File: config.mk
export PLATFORM = sky130hd
export DESIGN_NAME = decimal_up_timer
export DESIGN_NICKNAME = d
export VERILOG_FILES = /design/src/rtl/decimal_up_timer.sv
export SDC_FILE = /design/constraint.sdc
export NUM_CORES = 1
export LEC_CHECK = 0
export BUFFER_PORTS_ARGS = -buffer_cell sky130_fd_sc_hd__buf_2
export CORE_UTILIZATION = 40
export CTS_CLUSTER_SIZE = 14
export DETAILED_ROUTE_END_ITERATION = 12
export PLACE_DENSITY = 0.68
export SLEW_MARGIN = 30
export SYNTH_ARGS = -nofsm -noshare
export SYNTH_HDL_FRONTEND = slang
export SYNTH_SLANG_ARGS = --single-unit
File: constraint.sdc
create_clock -name clk -period 3 [get_ports clk]
set_input_delay 0.3 -clock clk [delete_from_list [all_inputs] [get_ports clk]]
set_output_delay 0.3 -clock clk [all_outputs]
set_load 0.05 [all_outputs]
File: src/rtl/decimal_up_timer.sv
// Multi-digit BCD up-counting elapsed-time timer with programmable target,
// wrap-with-carry or saturate-at-all-9s overflow, and pause/resume control.
module decimal_up_timer #(
    parameter int NUM_DIGITS = 2,
    parameter bit WRAP       = 1'b1
) (
    input  logic                    clk,
    input  logic                    resetN,
    input  logic                    tick,
    input  logic                    start,
    input  logic                    pause,
    input  logic                    clear,
    input  logic                    loadN,
    input  logic [4*NUM_DIGITS-1:0] load_value,
    input  logic [4*NUM_DIGITS-1:0] target,
    output logic [4*NUM_DIGITS-1:0] count,
    output logic                    running,
    output logic                    done,
    output logic                    carry_out
);

    localparam int W = 4 * NUM_DIGITS;

    localparam logic [1:0] ST_IDLE  = 2'd0;
    localparam logic [1:0] ST_RUN   = 2'd1;
    localparam logic [1:0] ST_PAUSE = 2'd2;
    localparam logic [1:0] ST_DONE  = 2'd3;

    localparam logic [W-1:0] ALL_NINES = {NUM_DIGITS{4'h9}};

    logic [1:0]   state_q, state_d;
    logic [W-1:0] count_q, count_d;
    logic         carry_q, carry_d;

    logic [W-1:0] inc_val;
    logic [W-1:0] next_val;
    logic         at_max;
    logic         target_ok;

    // Ripple-carry BCD step: a digit moves only while every lower digit is 9.
    function automatic logic [W-1:0] bcd_inc(input logic [W-1:0] v);
        logic [W-1:0] r;
        logic [3:0]   d;
        logic         c;
        r = '0;
        c = 1'b1;
        for (int i = 0; i < NUM_DIGITS; i++) begin
            d = v[4*i +: 4];
            if (c) begin
                if (d == 4'd9) begin
                    r[4*i +: 4] = 4'd0;
                end else begin
                    r[4*i +: 4] = d + 4'd1;
                    c           = 1'b0;
                end
            end else begin
                r[4*i +: 4] = d;
            end
        end
        return r;
    endfunction

    function automatic logic [W-1:0] bcd_clamp(input logic [W-1:0] v);
        logic [W-1:0] r;
        logic [3:0]   d;
        r = '0;
        for (int i = 0; i < NUM_DIGITS; i++) begin
            d           = v[4*i +: 4];
            r[4*i +: 4] = (d > 4'd9) ? 4'd9 : d;
        end
        return r;
    endfunction

    function automatic logic bcd_valid(input logic [W-1:0] v);
        logic ok;
        ok = 1'b1;
        for (int i = 0; i < NUM_DIGITS; i++) begin
            if (v[4*i +: 4] > 4'd9) ok = 1'b0;
        end
        return ok;
    endfunction

    assign inc_val   = bcd_inc(count_q);
    assign at_max    = (count_q == ALL_NINES);
    assign next_val  = (at_max && !WRAP) ? count_q : inc_val;
    assign target_ok = bcd_valid(target);

    always_comb begin
        // NOTE: every variable assigned here gets a default first so no path
        // leaves it unassigned; that is what keeps this block free of latches.
        state_d = state_q;
        count_d = count_q;
        carry_d = 1'b0;

        if (clear) begin
            count_d = '0;
            state_d = ST_IDLE;
        end else if (!loadN) begin
            count_d = bcd_clamp(load_value);
            state_d = ST_IDLE;
        end else if (pause) begin
            if (state_q == ST_RUN) state_d = ST_PAUSE;
        end else if (start && (state_q == ST_IDLE || state_q == ST_PAUSE)) begin
            state_d = ST_RUN;
        end else if (state_q == ST_RUN && tick) begin
            count_d = next_val;
            // Target match is checked on the value being written, so done and
            // the target count become visible on the same edge.
            if (target_ok && next_val == target) begin
                state_d = ST_DONE;
            end else if (at_max) begin
                if (WRAP) carry_d = 1'b1;
                else      state_d = ST_DONE;
            end
        end
    end

    always_ff @(posedge clk or negedge resetN) begin
        // NOTE: state registers use non-blocking assignments so every flop
        // samples its pre-edge inputs, independent of statement order.
        if (!resetN) begin
            state_q <= ST_IDLE;
            count_q <= '0;
            carry_q <= 1'b0;
        end else begin
            state_q <= state_d;
            count_q <= count_d;
            carry_q <= carry_d;
        end
    end

    assign count     = count_q;
    assign running   = (state_q == ST_RUN);
    assign done      = (state_q == ST_DONE);
    assign carry_out = carry_q;

endmodule
* Yosys cells after proc, flatten, opt, wreduce, memory -nomap -nowiden
Index checks and enable logic that the tools add are counted.
** Operators by class
- Order comparisons :: 4
- Mux-type cells :: 27
- Reductions and logical operators :: 7
- $add $sub $neg :: 2
- Equality and inequality tests :: 13
** Operator list (number)
- $mux W8 :: 5
- $mux W4 :: 5
- $gt A4 B4 Y1 const B :: 4
- $mux W2 :: 7
- $mux W1 :: 10
- $ne A5 B3 Y1 const B :: 2
- $add A4 B1 Y4 const B :: 2
- $eq A4 B4 Y1 const B :: 2
- $eq A8 B8 Y1 :: 1
- $eq A8 B8 Y1 const B :: 1
- $ne A3 B3 Y1 const B :: 2
- $reduce_and A3 Y1 :: 2
- $eq A2 B2 Y1 const B :: 2
- $ne A4 B3 Y1 const B :: 1
- $logic_and A1 B1 Y1 :: 3
- $ne A3 B2 Y1 const B :: 1
- $eq A2 B1 Y1 const B :: 1
- $logic_not A2 Y1 :: 1
- $logic_or A1 B1 Y1 :: 1
** Storage, ports and cells
- Output and inout bits :: 11
- Register bits after elaboration :: 11
- Input bits :: 23
- Logic and storage cells :: 56

* Depth between registers and ports, before layout
- Depth after elaboration :: 11
- Depth in mapped cells :: 8
- Gate-level depth less buffers :: 8

* Least setup slack after synthesis
Ideal clock, no wire load.
- Path type :: register to register
- Start :: reg count_q[5], in the netlist count[5]
- End :: reg carry_q, in the netlist carry_out
- Arrival :: 2.341 ns
- Library setup time :: 0.124 ns
- Setup slack :: 0.535 ns
- Period minus slack after synthesis :: 2.465 ns
- Path buffers :: 0
- Stages on the path, launching flop included :: 9
- Required time :: 2.876 ns
- Cell sequence :: dfrtp_1 > inv_1 > ha_1 > nand3b_1 > nand2_1 > mux2_2 > o221ai_1 > or4b_1 > o31a_1
** On the way
- Cells in the longest elaborated chain, start to end :: 11
- Elaborated cells on any way between the ends :: 14
- Those cells by class :: add/sub (1); eq/ne (3); mux (9); reduce/logical (1)
** Ends and longest elaborated chain
- start, declared :: line 32 : logic [W-1:0] count_q, count_d;
- start signal, assigned :: line 127 : count_q <= count_d;
- $add A4 B1 Y4 or $eq A4 B4 Y1 (tied branches) :: line 53, 50
- $mux W4 :: line 50 : if (d == 4'd9) begin
- $mux W4 :: line 49 : if (c) begin
- $eq A8 B8 Y1 :: line 109 : if (target_ok && next_val == target) begin
- $logic_and A1 B1 Y1 :: line 109
- $mux W1 * :: line 109
- $mux W1 * :: line 105 : end else if (state_q == ST_RUN && tick) begin
- $mux W1 * :: line 103 : end else if (start && (state_q == ST_IDLE || state_q == ST_PAUSE)) begin
- $mux W1 * :: line 101 : end else if (pause) begin
- $mux W1 * :: line 98 : end else if (!loadN) begin
- $mux W1 * :: line 95 : if (clear) begin
- via carry_d :: line 33 : logic carry_q, carry_d;
- end signal, assigned :: line 128 : carry_q <= carry_d;
- end, declared :: line 33
The timed path passes the listed nets; every way through them passes the cells marked *.
A chain may end at the register's enable or synchronous reset.

* Final worst setup path
- Start :: reg count_q[4], in the netlist count[4]
- End :: reg carry_q, in the netlist carry_out
The elaborated chain is that of the path after synthesis.

==> flow_metrics.env <==
export IMPL_rsz0062_at_grt="no"
export IMPL_final_util=0.527
export IMPL_routabilityCongestion=0.849
export IMPL_holdCritPathClass="primary input to flop"
export IMPL_clock_sinks=11
export IMPL_insertion_delay_ns=0.27
export IMPL_switching_share=0.353
export IMPL_p_int_mw=0.247
export IMPL_maxSlewViolCount=0
export IMPL_worst_pin_slew_ns=0.316
export IMPL_area_growth_pct=21.5
export IMPL_die_w_um=51.4
export IMPL_yosys_area_share_xor_xnor=0.0717
export IMPL_fmax_ghz=0.436
export IMPL_synthAdderAreaFrac=0.0256
export IMPL_fp_dieH_um=51.4
export IMPL_critPathArrivalTime_ns=2.46
export IMPL_antenna_cells=0
export IMPL_synth_ff_type="dfrtp_1"
export IMPL_max_cap_violations=0
export IMPL_avgSynthCellArea_um2=7.94
export IMPL_finalSetupViolCount=0
export IMPL_place_port_buffers=33
export IMPL_path_clk_slew_ns=0.08
export IMPL_power_leakage_nw=0.555
export IMPL_first_pass_iters=4
export IMPL_netlist_instances=123
export IMPL_cts_tree="yes"
export IMPL_p_per_area_mw_per_mm2=322
export IMPL_combinationalPowerShare=0.290
export IMPL_synth_edf_count=0
export IMPL_fin_area_mm2=0.00119
export IMPL_critPathKind="flop to flop"
export IMPL_grt_pass1_vias=867
export IMPL_status="finished, final reports clean"
export IMPL_p_total_mw=0.382
export IMPL_ys_ff_latch=11
export IMPL_dp_final_hpwl_um=1810
export IMPL_synthArstFlopShare=1.00
export IMPL_critPathLaunchType="flop"
export IMPL_ys_warn_count=0
export IMPL_grt_overflow=0
export IMPL_grt_usage=0.194
export IMPL_grt_max_degree=17
export IMPL_initialDrtViolationCount=38
export IMPL_start_util=0.433
export IMPL_avgViaCountPerCell=5.41
export IMPL_synth_top_family_by_area="simple AND/OR/NAND/NOR gates"
export IMPL_layout_min_cycle_time_ns=2.30
export IMPL_synth_area_um2=977
export IMPL_yosysSeqAreaShare=0.282
export IMPL_yosys_area_share_simple=0.283
export IMPL_num_vias=996
export IMPL_wl_per_cell_um=12.7
export IMPL_drc=0
export IMPL_worstPathCellList="ha_1, nand3b_1, nand2_1, mux2_2, o221ai_1, or4b_1, o31a_1"
export IMPL_grt_pass1_wl_um=3850
export IMPL_p_sw_mw=0.135
export IMPL_whs_ns=0.295
export IMPL_power_frac_seq=0.438
export IMPL_peakVddDrop_v=0.000220
export IMPL_die_area_mm2=0.00264
export IMPL_routed_wl_um=2340
export IMPL_drive_above_1_share=0.276
export IMPL_crit_slowest_cell="dfrtp_1"
export IMPL_synthMuxAreaShare=0.0768
export IMPL_antenna_found_initial=0
export IMPL_crit_required_ns=3.16
export IMPL_synth_compound_area_share=0.206
export IMPL_numCtsBuffers=3
export IMPL_dpl_instance_area_mm2=0.00115
export IMPL_maxSlewHeadroom=0.789
export IMPL_core_mm2=0.00225
export IMPL_layout_worst_path_cycle_share=0.765
export IMPL_cp_max_fo=10
export IMPL_ctsLongestPathBuffers=2
export IMPL_postRouteAntennaNets=0
export IMPL_ys_types=40
export IMPL_cts_max_level=1
export IMPL_setup_tns_ns=0
export IMPL_synthesis_nets=148
export IMPL_fin_worst_skew_ns=0.00590
export IMPL_crit_path_max_incr_delay_ns=0.49
export IMPL_worstSetupEndpointType="flop"
export IMPL_clkPwrFrac=0.272
export IMPL_pin_count=34
export IMPL_post_cts_buffers=0
export IMPL_cts_root_buffer="clkbuf_4"
export IMPL_hold_violations=0
export IMPL_rows=17
export IMPL_nNetsFinal=182
==> cell usage in the layout, fill, tap and decap left out, drive strengths merged, types with 2 or more instances in the layout <==
| cell type | count |
|---|---|
| ha | 2 |
| buf | 34 |
| dfrtp | 11 |
| nor2 | 14 |
| a221o | 2 |
| nand2b | 2 |
| nor2b | 3 |
| a21oi | 9 |
| clkbuf | 3 |
| inv | 5 |
| a221oi | 2 |
| nand2 | 14 |
| o21ai | 10 |
| nor3 | 5 |
| xor2 | 3 |
| nor3b | 4 |
| mux2i | 3 |
| nand3 | 3 |
| mux2 | 4 |
| xnor2 | 5 |
==> cell families (layout without fill, tap and decap cells) <==
family	after synthesis	count (layout)
buffers and inverters	11	44
adder cells (fa/ha/maj)	2	2
AND/OR/NAND/NOR	53	53
multiplexers	7	7
XOR/XNOR	8	8
AO/OA/AOI/OAI	31	31
flip-flops	11	11
==> area by class of cell <==
class,instances,area [um^2]
repair buffers,35,183
flip-flops and latches,11,275
fillers,236,1070
inverters,5,18.8
clock inverters,1,5.00
well taps,28,35.0
multi-input cells,101,648
clock buffers,3,22.5
==> critical path: cells and delay by family, from the launching register on <==
| family | cells | cell delay, ns |
|---|---|---|
| muxes | 1 | 0.25 |
| and+or+nand+nor | 3 | 0.71 |
| DFF | 1 | 0.49 |
| AOI/OAI and AO/OA | 2 | 0.44 |
| adders and majority gates | 1 | 0.30 |
==> per-layer routing <==
metal,vias to the layer above,GRT usage,share of wire
li1,507,-,-
met4,0,0.0405,0.0069
met1,455,0.280,0.49
met2,32,0.290,0.43
met3,2,0.0476,0.073
met5,-,0,0
==> timing repair <==
item | 4_1_cts | 5_1_grt
resized for setup | 0 | 0
hold buffers | 1 | 0
endpoints found under the hold margin | 11 | 0
==> power by group through the flow <==
stage / Combinational (mW) / Clock, mW / Sequential [mW]
floorplan: 0.0572 / 0 / 0.186
global placement: 0.108 / 0 / 0.169
detailed placement: 0.110 / 0 / 0.171
CTS: 0.111 / 0.106 / 0.168
global route: 0.122 / 0.117 / 0.169
finish: 0.111 / 0.104 / 0.167
==> cells in the mapped netlist (2+ instances only) <==
cell type | number | area, um^2
nand2_1 | 14 | 52.6
nor2_1 | 14 | 52.6
dfrtp_1 | 11 | 275
a21oi_1 | 9 | 45.0
o21ai_0 | 8 | 40.0
inv_1 | 5 | 18.8
nor3_1 | 5 | 25.0
xnor2_1 | 5 | 43.8
mux2_2 | 4 | 45.0
nor3b_1 | 4 | 30.0
clkbuf_1 | 3 | 11.3
mux2i_1 | 3 | 30.0
nand3_1 | 3 | 15.0
nor2b_1 | 3 | 18.8
xor2_1 | 3 | 26.3
a221o_1 | 2 | 20.0
a221oi_1 | 2 | 17.5
ha_1 | 2 | 25.0
nand2b_1 | 2 | 12.5
==> flip-flops by register name (all words and copies together) (netlist names) <==
signal,flops
carry_out,1
count,8
state_q,2
==> path summary, 6_finish.rpt <==
kind                                    to        from  slack (ns)  cells after the start
worst max register to register   carry_out    count[4]        0.70                      7
max in group asynchronous         count[6]      resetN        2.36                      2
worst max-delay path             carry_out    count[4]        0.70                      7
worst min-delay path            state_q[0]       start        0.29                      3
min in group asynchronous         count[7]      resetN        0.43                      2
worst min register to register  state_q[0]  state_q[0]        0.60                      2
==> metrics by stage <==
step,instances,setup slack [ns]
floorplan,123,0.535
global placement,179,0.777
detailed placement,179,0.695
CTS,184,0.692
global route,184,0.535
finish,184,0.704
Power figures use the tool's default switching activity.
